File: src/rtl/rnn_layer_sequencer.sv
// ---------------------------------------------------------------------------
// rnn_layer_sequencer
//
// Frame-level controller for the RNN noise-suppression datapath. It accepts
// one feature frame and then starts the six layer engines in dependency order
// (dense1 -> gru1 -> dense2 -> gru2 -> gru3 -> dense3). It waits for each
// engine's done, flags when the VAD and gains outputs are valid, and runs a
// watchdog on every layer. It never touches datapath values.
//
// Optional build macro: RNN_SEQ_PARALLEL_VAD_EN
//   When defined, dense2 and gru2 run concurrently in a single state
//   (L_VAD_NOISE) that exits once both dones have been seen.
//
// Parameters
//   TIMEOUT_CYCLES : max non-entry cycles a layer may run before abort
//   TMR_W          : watchdog counter width, must hold TIMEOUT_CYCLES
//   FCNT_W         : completed-frame counter width
//
// Ports
//   clk          in   system clock, rising edge
//   rst          in   synchronous active-high reset
//   frame_valid  in   feature frame available
//   frame_ready  out  sequencer can accept a frame
//   clear_req    in   sampled at accept; request GRU hidden-state clear
//   layer_start  out  one-hot start pulse [0]d1 [1]g1 [2]d2 [3]g2 [4]g3 [5]d3
//   layer_done   in   engine done pulses, same bit order
//   state_clear  out  one-cycle pulse zeroing GRU hidden states
//   vad_valid    out  one-cycle pulse, dense2 VAD output valid
//   gains_valid  out  one-cycle pulse, dense3 gains output valid
//   busy         out  high whenever not IDLE
//   frame_cnt    out  completed frames, wraps modulo 2^FCNT_W
//   timeout_err  out  sticky watchdog error
//   err_clr      in   clears timeout_err (a simultaneous new timeout wins)
// ---------------------------------------------------------------------------
module rnn_layer_sequencer #(
    parameter int TIMEOUT_CYCLES = 4095,
    parameter int TMR_W          = 12,
    parameter int FCNT_W         = 16
) (
    input  logic              clk,
    input  logic              rst,
    input  logic              frame_valid,
    output logic              frame_ready,
    input  logic              clear_req,
    output logic [5:0]        layer_start,
    input  logic [5:0]        layer_done,
    output logic              state_clear,
    output logic              vad_valid,
    output logic              gains_valid,
    output logic              busy,
    output logic [FCNT_W-1:0] frame_cnt,
    output logic              timeout_err,
    input  logic              err_clr
);

`ifdef RNN_SEQ_PARALLEL_VAD_EN
    typedef enum logic [2:0] {
        IDLE, L_DENSE1, L_GRU1, L_VAD_NOISE, L_GRU3, L_DENSE3, DONE
    } state_t;
`else
    typedef enum logic [2:0] {
        IDLE, L_DENSE1, L_GRU1, L_DENSE2, L_GRU2, L_GRU3, L_DENSE3, DONE
    } state_t;
`endif

    state_t            r_state;
    logic              r_entry;          // first cycle of a layer state
    logic [TMR_W-1:0]  r_tmr;
    logic              r_rdy_en;         // low for the first cycle out of reset
    logic              r_pend_clear;
    logic              r_clear_after_err;
    logic              r_timeout_err;
    logic [FCNT_W-1:0] r_frame_cnt;

    state_t            w_next;
    state_t            w_next_lay;
    logic [5:0]        w_mask;
    logic              w_in_layer;
    logic              w_done_hit;
    logic              w_timeout;
    logic              w_accept;
    logic              w_enter;

`ifdef RNN_SEQ_PARALLEL_VAD_EN
    logic              r_got_d2;
    logic              r_got_g2;
    logic              r_vad_pend;
`endif

    always_comb begin
        w_mask      = '0;
        w_in_layer  = 1'b0;
        w_next_lay  = IDLE;
        w_next      = r_state;
        w_done_hit  = 1'b0;
        w_timeout   = 1'b0;
        w_accept    = 1'b0;
        w_enter     = 1'b0;
        frame_ready = 1'b0;
        gains_valid = 1'b0;
        busy        = (r_state != IDLE);

        // Which engine(s) the current state owns and where it goes next.
        case (r_state)
            L_DENSE1: begin w_mask = 6'b000001; w_in_layer = 1'b1; w_next_lay = L_GRU1;   end
`ifdef RNN_SEQ_PARALLEL_VAD_EN
            L_GRU1:      begin w_mask = 6'b000010; w_in_layer = 1'b1; w_next_lay = L_VAD_NOISE; end
            L_VAD_NOISE: begin w_mask = 6'b001100; w_in_layer = 1'b1; w_next_lay = L_GRU3;      end
`else
            L_GRU1:   begin w_mask = 6'b000010; w_in_layer = 1'b1; w_next_lay = L_DENSE2; end
            L_DENSE2: begin w_mask = 6'b000100; w_in_layer = 1'b1; w_next_lay = L_GRU2;   end
            L_GRU2:   begin w_mask = 6'b001000; w_in_layer = 1'b1; w_next_lay = L_GRU3;   end
`endif
            L_GRU3:   begin w_mask = 6'b010000; w_in_layer = 1'b1; w_next_lay = L_DENSE3; end
            L_DENSE3: begin w_mask = 6'b100000; w_in_layer = 1'b1; w_next_lay = DONE;     end
            default: ;
        endcase

        // Done is ignored in the entry cycle; bits of other layers never match the mask.
`ifdef RNN_SEQ_PARALLEL_VAD_EN
        if (r_state == L_VAD_NOISE)
            w_done_hit = !r_entry && (r_got_d2 || layer_done[2]) && (r_got_g2 || layer_done[3]);
        else
            w_done_hit = w_in_layer && !r_entry && (|(layer_done & w_mask));
`else
        w_done_hit = w_in_layer && !r_entry && (|(layer_done & w_mask));
`endif
        // r_tmr counts completed non-entry cycles, so this fires on the
        // TIMEOUT_CYCLES-th non-entry cycle; a done in that cycle still wins.
        w_timeout = w_in_layer && !r_entry && !w_done_hit &&
                    (r_tmr == TMR_W'(TIMEOUT_CYCLES - 1));
        w_accept  = (r_state == IDLE) && r_rdy_en && frame_valid;

        case (r_state)
            IDLE: begin
                frame_ready = r_rdy_en;
                if (w_accept) w_next = L_DENSE1;
            end
            DONE: begin
                gains_valid = 1'b1;
                w_next      = IDLE;
            end
            default: begin
                if (w_done_hit)     w_next = w_next_lay;
                else if (w_timeout) w_next = IDLE;
            end
        endcase

        w_enter     = (w_next != r_state) && (w_next != IDLE) && (w_next != DONE);
        layer_start = r_entry ? w_mask : 6'b000000;
        state_clear = (r_state == L_DENSE1) && r_entry && r_pend_clear;
`ifdef RNN_SEQ_PARALLEL_VAD_EN
        vad_valid   = r_vad_pend;
`else
        vad_valid   = (r_state == L_GRU2) && r_entry;
`endif
    end

    always_ff @(posedge clk) begin
        if (rst) begin
            r_state           <= IDLE;
            r_entry           <= 1'b0;
            r_tmr             <= '0;
            r_rdy_en          <= 1'b0;
            r_pend_clear      <= 1'b0;
            r_clear_after_err <= 1'b0;
            r_timeout_err     <= 1'b0;
            r_frame_cnt       <= '0;
        end else begin
            r_state  <= w_next;
            r_entry  <= w_enter;
            r_rdy_en <= 1'b1;

            if (r_entry)         r_tmr <= '0;
            else if (w_in_layer) r_tmr <= r_tmr + 1'b1;

            // A clear pending from the last timeout rides on the next frame.
            if (w_accept)
                r_pend_clear <= clear_req | r_clear_after_err;
            else if (state_clear)
                r_pend_clear <= 1'b0;

            if (w_timeout)
                r_clear_after_err <= 1'b1;
            else if ((r_state == L_DENSE1) && r_entry)
                r_clear_after_err <= 1'b0;

            if (w_timeout)    r_timeout_err <= 1'b1;
            else if (err_clr) r_timeout_err <= 1'b0;

            if (r_state == DONE) r_frame_cnt <= r_frame_cnt + 1'b1;
        end
    end

`ifdef RNN_SEQ_PARALLEL_VAD_EN
    always_ff @(posedge clk) begin
        if (rst) begin
            r_got_d2   <= 1'b0;
            r_got_g2   <= 1'b0;
            r_vad_pend <= 1'b0;
        end else begin
            if (r_entry) begin
                r_got_d2 <= 1'b0;
                r_got_g2 <= 1'b0;
            end else if (r_state == L_VAD_NOISE) begin
                if (layer_done[2]) r_got_d2 <= 1'b1;
                if (layer_done[3]) r_got_g2 <= 1'b1;
            end
            // VAD is valid the cycle after dense2's done is first seen.
            r_vad_pend <= (r_state == L_VAD_NOISE) && !r_entry && layer_done[2] &&
                          !r_got_d2 && !w_timeout;
        end
    end
`endif

    assign frame_cnt   = r_frame_cnt;
    assign timeout_err = r_timeout_err;

endmodule

File: config.mk
export PLATFORM = sky130hd
export DESIGN_NAME = rnn_layer_sequencer
export DESIGN_NICKNAME = d
export VERILOG_FILES = /design/src/rtl/rnn_layer_sequencer.sv
export SDC_FILE = /design/constraint.sdc
export NUM_CORES = 1
export LEC_CHECK = 0
export ABC_AREA = 1
export BUFFER_PORTS_ARGS = -buffer_cell sky130_fd_sc_hd__buf_2
export CELL_PAD_IN_SITES_DETAIL_PLACEMENT = 1
export CELL_PAD_IN_SITES_GLOBAL_PLACEMENT = 1
export CORE_MARGIN = 3
export CORE_UTILIZATION = 39
export CTS_CLUSTER_DIAMETER = 30
export DETAILED_ROUTE_END_ITERATION = 10
export HOLD_SLACK_MARGIN = 0.06
export PLACE_DENSITY_LB_ADDON = 0.1
export SYNTH_ARGS = -nofsm -noshare
export SYNTH_HDL_FRONTEND = slang
export SYNTH_SLANG_ARGS = --single-unit
File: constraint.sdc
create_clock -name clk -period 2.2 [get_ports clk]
set_input_delay 0.11 -clock clk [delete_from_list [all_inputs] [get_ports clk]]
set_output_delay 0.11 -clock clk [all_outputs]
set_load 0.03 [all_outputs]
==> impl_metrics.yaml <==
synthesis:
  ys_seq_area_share_pct: 36.4
  synth-edff-count: 0
  syn_nets: 283
  ys_ff_latch: 36
  yosys_warnings: 0
  ys_async_sr_fraction_pct: 0
  synth-main-ff-cell: "dfxtp_1"
  avgSynthCellArea_um2: 7.36
  syn_area_um2: 1980
  synthCells: 269
  synth_cell_type_count: 36
timing:
  fin_crit_sh_pct: 84.7
  setup_viol: 0
  skew_ps: 2.97
  maxSlewViolCount: 0
  grt_setup_unrepaired: "no"
  worst_pin_slew_ps: 418
  max_freq_mhz: 537
  hold_viol: 0
  tns_ps: 0
  period_needed_ps: 1860
  slew_headroom_pct: 72.1
route:
  route.vias.total: 1879
  routed_wl_um: 4740
  first_pass_iters: 4
  drc: 0
  ant_nets: 0
  vias_per_cell: 4.97
  wire_per_inst_um: 12.5
  drt_iter0_drc: 41
placement:
  portBuffers: 38
  gp_congestion: 0.799
  placed_area_um2: 2230
  place_hpwl_um: 3740
critical_path:
  crit_arrival_ps: 2050
  end_kind: "register"
  crit_type: "reg -> reg"
  crit_required_ps: 2380
  start_kind: "register"
  crit_fanout: 7
pwr:
  p_leak_nw: 0.995
  p_per_area_nw_per_um2: 509
  peakVddDrop_mv: 0.273
floorplan:
  die_w_um: 77.2
  fp.dieH_um: 77.2
  ios: 39
  core_um2: 4820
  core.rowCount: 25
  start_util_pct: 41.1
  die_area_um2: 5970
layout:
  fin_nets: 325
  design_area_um2: 2310
  antennaDiodeCount: 0
  syn2layout_area_growth_pct: 16.6
  drive_gt1_share_pct: 27.7
  n_fill_cell: 660
clock_network:
  clk_pin_slew_ps: 70
  clock-sinks: 36
  cts_buffer_depth: 2
  htree_levels: 2
  postCtsSetupBuffers: 0
  cts_buffers: 5
  cts-root-buf: "clkbuf_8"
  cts_tree: "done"
  clkLatencyLatePin_ps: 280
global_route:
  grt_pass1_wl_um: 8340
  overflow: 0
  grt_pass1_vias: 1812
  grt.total_usage_pct: 17.3
  antenna_found_initial: 0
  grt_max_degree: 14
outcome:
  outcome: "completed"
hold_path:
  hp-class: "in -> reg"
flow_run:
  cap_viol_max_count: 0
[what timing repair did]
action / CTS / global route
resized for setup: 0 / 1
endpoints found under the setup margin: 0 / 2
hold buffers: 0 / 0
[stage by stage]
stage | setup WS, ps | util, % | hold slack, ps | std cells | total power [mW]
after floorplan | 398 | - | 265 | 269 | 0.727
after global placement | 185 | 46.3 | 379 | 371 | 0.750
after detailed placement | 217 | 46.3 | 388 | 371 | 0.750
after CTS | 206 | 47.9 | 77.4 | 378 | 1.20
after global routing | 51.6 | 47.9 | 92.8 | 378 | 1.23
final | 337 | 47.9 | 85.4 | 378 | 1.17
[metal layers]
metal,share of wire [%],global-route usage (%),vias to the layer above
li1,-,-,966
met1,48,21.9,878
met2,47,28.5,29
met3,4.0,4.69,6
met4,1.2,5.34,0
met5,0,0,-
[worst paths after layout]
path | startpoint | to | slack [ps] | cells past startpoint
worst max-delay path | r_state[1] | r_entry | 340 | 14
worst min register to register | frame_cnt[15] | frame_cnt[15] | 460 | 1
worst min-delay path | err_clr | timeout_err | 90 | 4
worst max register to register | r_state[1] | r_entry | 340 | 14
[cells in the mapped netlist (2+ instances only)]
master | number | area (um^2)
nor4_1 | 2 | 12.5
clkbuf_1 | 2 | 7.51
dfxtp_1 | 36 | 721
buf_6 | 3 | 33.8
o21ai_0 | 10 | 50.1
o21a_1 | 5 | 37.5
nand2_2 | 8 | 50.1
nor3b_1 | 3 | 22.5
nor2_2 | 5 | 31.3
a21oi_1 | 23 | 115
nand4_1 | 6 | 37.5
nor2_1 | 25 | 93.8
ha_1 | 3 | 37.5
a211oi_1 | 2 | 15.0
nand2_4 | 4 | 45.0
nand2_1 | 44 | 165
inv_1 | 30 | 113
nand3_2 | 2 | 20.0
inv_2 | 5 | 18.8
nor3_1 | 8 | 40.0
o21ai_1 | 3 | 15.0
nor2_4 | 4 | 45.0
nor3_2 | 4 | 40.0
nand3_1 | 20 | 100
[report_power, final]
part	switching (mW)	internal, mW
Combinational	0.0470	0.0238
Sequential	0.00687	0.657
Clock	0.225	0.215
[cell families (layout without fill, tap and decap cells)]
group           count (synthesis)  in the layout  synth area share [%]
compound gates                 45             45                  12.5
simple gates                  140            140                  38.9
xor+xnor                        1              1                 0.443
buf+inv                        44             86                  9.86
fa+ha+maj                       3              3                  1.90
flops                          36             36                  36.4
[flip-flops by register name (all words and copies together), names as in the netlist]
| name | count |
|---|---|
| r_clear_after_err | 1 |
| r_entry | 1 |
| r_tmr | 12 |
| r_pend_clear | 1 |
| frame_cnt | 16 |
| r_rdy_en | 1 |
| timeout_err | 1 |
| r_state | 3 |
[placed cells by master, fill, tap and decap left out]
master	instances
nor3_1	8
o21bai_1	1
nor3b_1	3
nor2_1	25
inv_1	30
nand3_1	20
o21a_1	5
a21oi_1	23
inv_2	5
o21ai_1	3
a211oi_1	2
inv_6	1
nand4_1	6
clkinv_2	2
xnor2_1	1
nand3b_1	1
o21ai_0	10
nand2_1	44
nand4_2	1
clkbuf_1	1
buf_4	3
ha_1	3
nand2_2	8
nor2_4	4
a21o_1	1
nand3_2	2
nand3_4	1
clkinv_1	1
nor4_1	2
clkbuf_8	5
dfxtp_1	35
nor3b_2	1
buf_2	38
nor3_4	1
nor2_2	5
nor3_2	4
dfxtp_2	1
nand2_4	4
[critical path, stage by stage (launching register included)]
cell and delay, ps:
dfxtp_1 480, buf_4 230, inv_6 50, nand4_1 60
nand2_1 80, nor2_4 140, nand3_2 140, nand2_1 90
inv_1 40, nand3_2 80, nand2_1 80, nand2_1 70
nand2_1 40, nor2_1 110, nor2_1 50
[cell type report]
cell class / count / area [um^2] / area share [%]
Clock buffer: 6 / 72.6 / 3.14
Tap cell: 67 / 83.8 / 3.63
Sequential cell: 36 / 722 / 31.3
Multi-Input combinational cell: 189 / 1060 / 46.1
Timing Repair Buffer: 41 / 213 / 9.21
Clock inverter: 1 / 5.00 / 0.217
Inverter: 38 / 149 / 6.45
(Power assumes the default switching activity.)
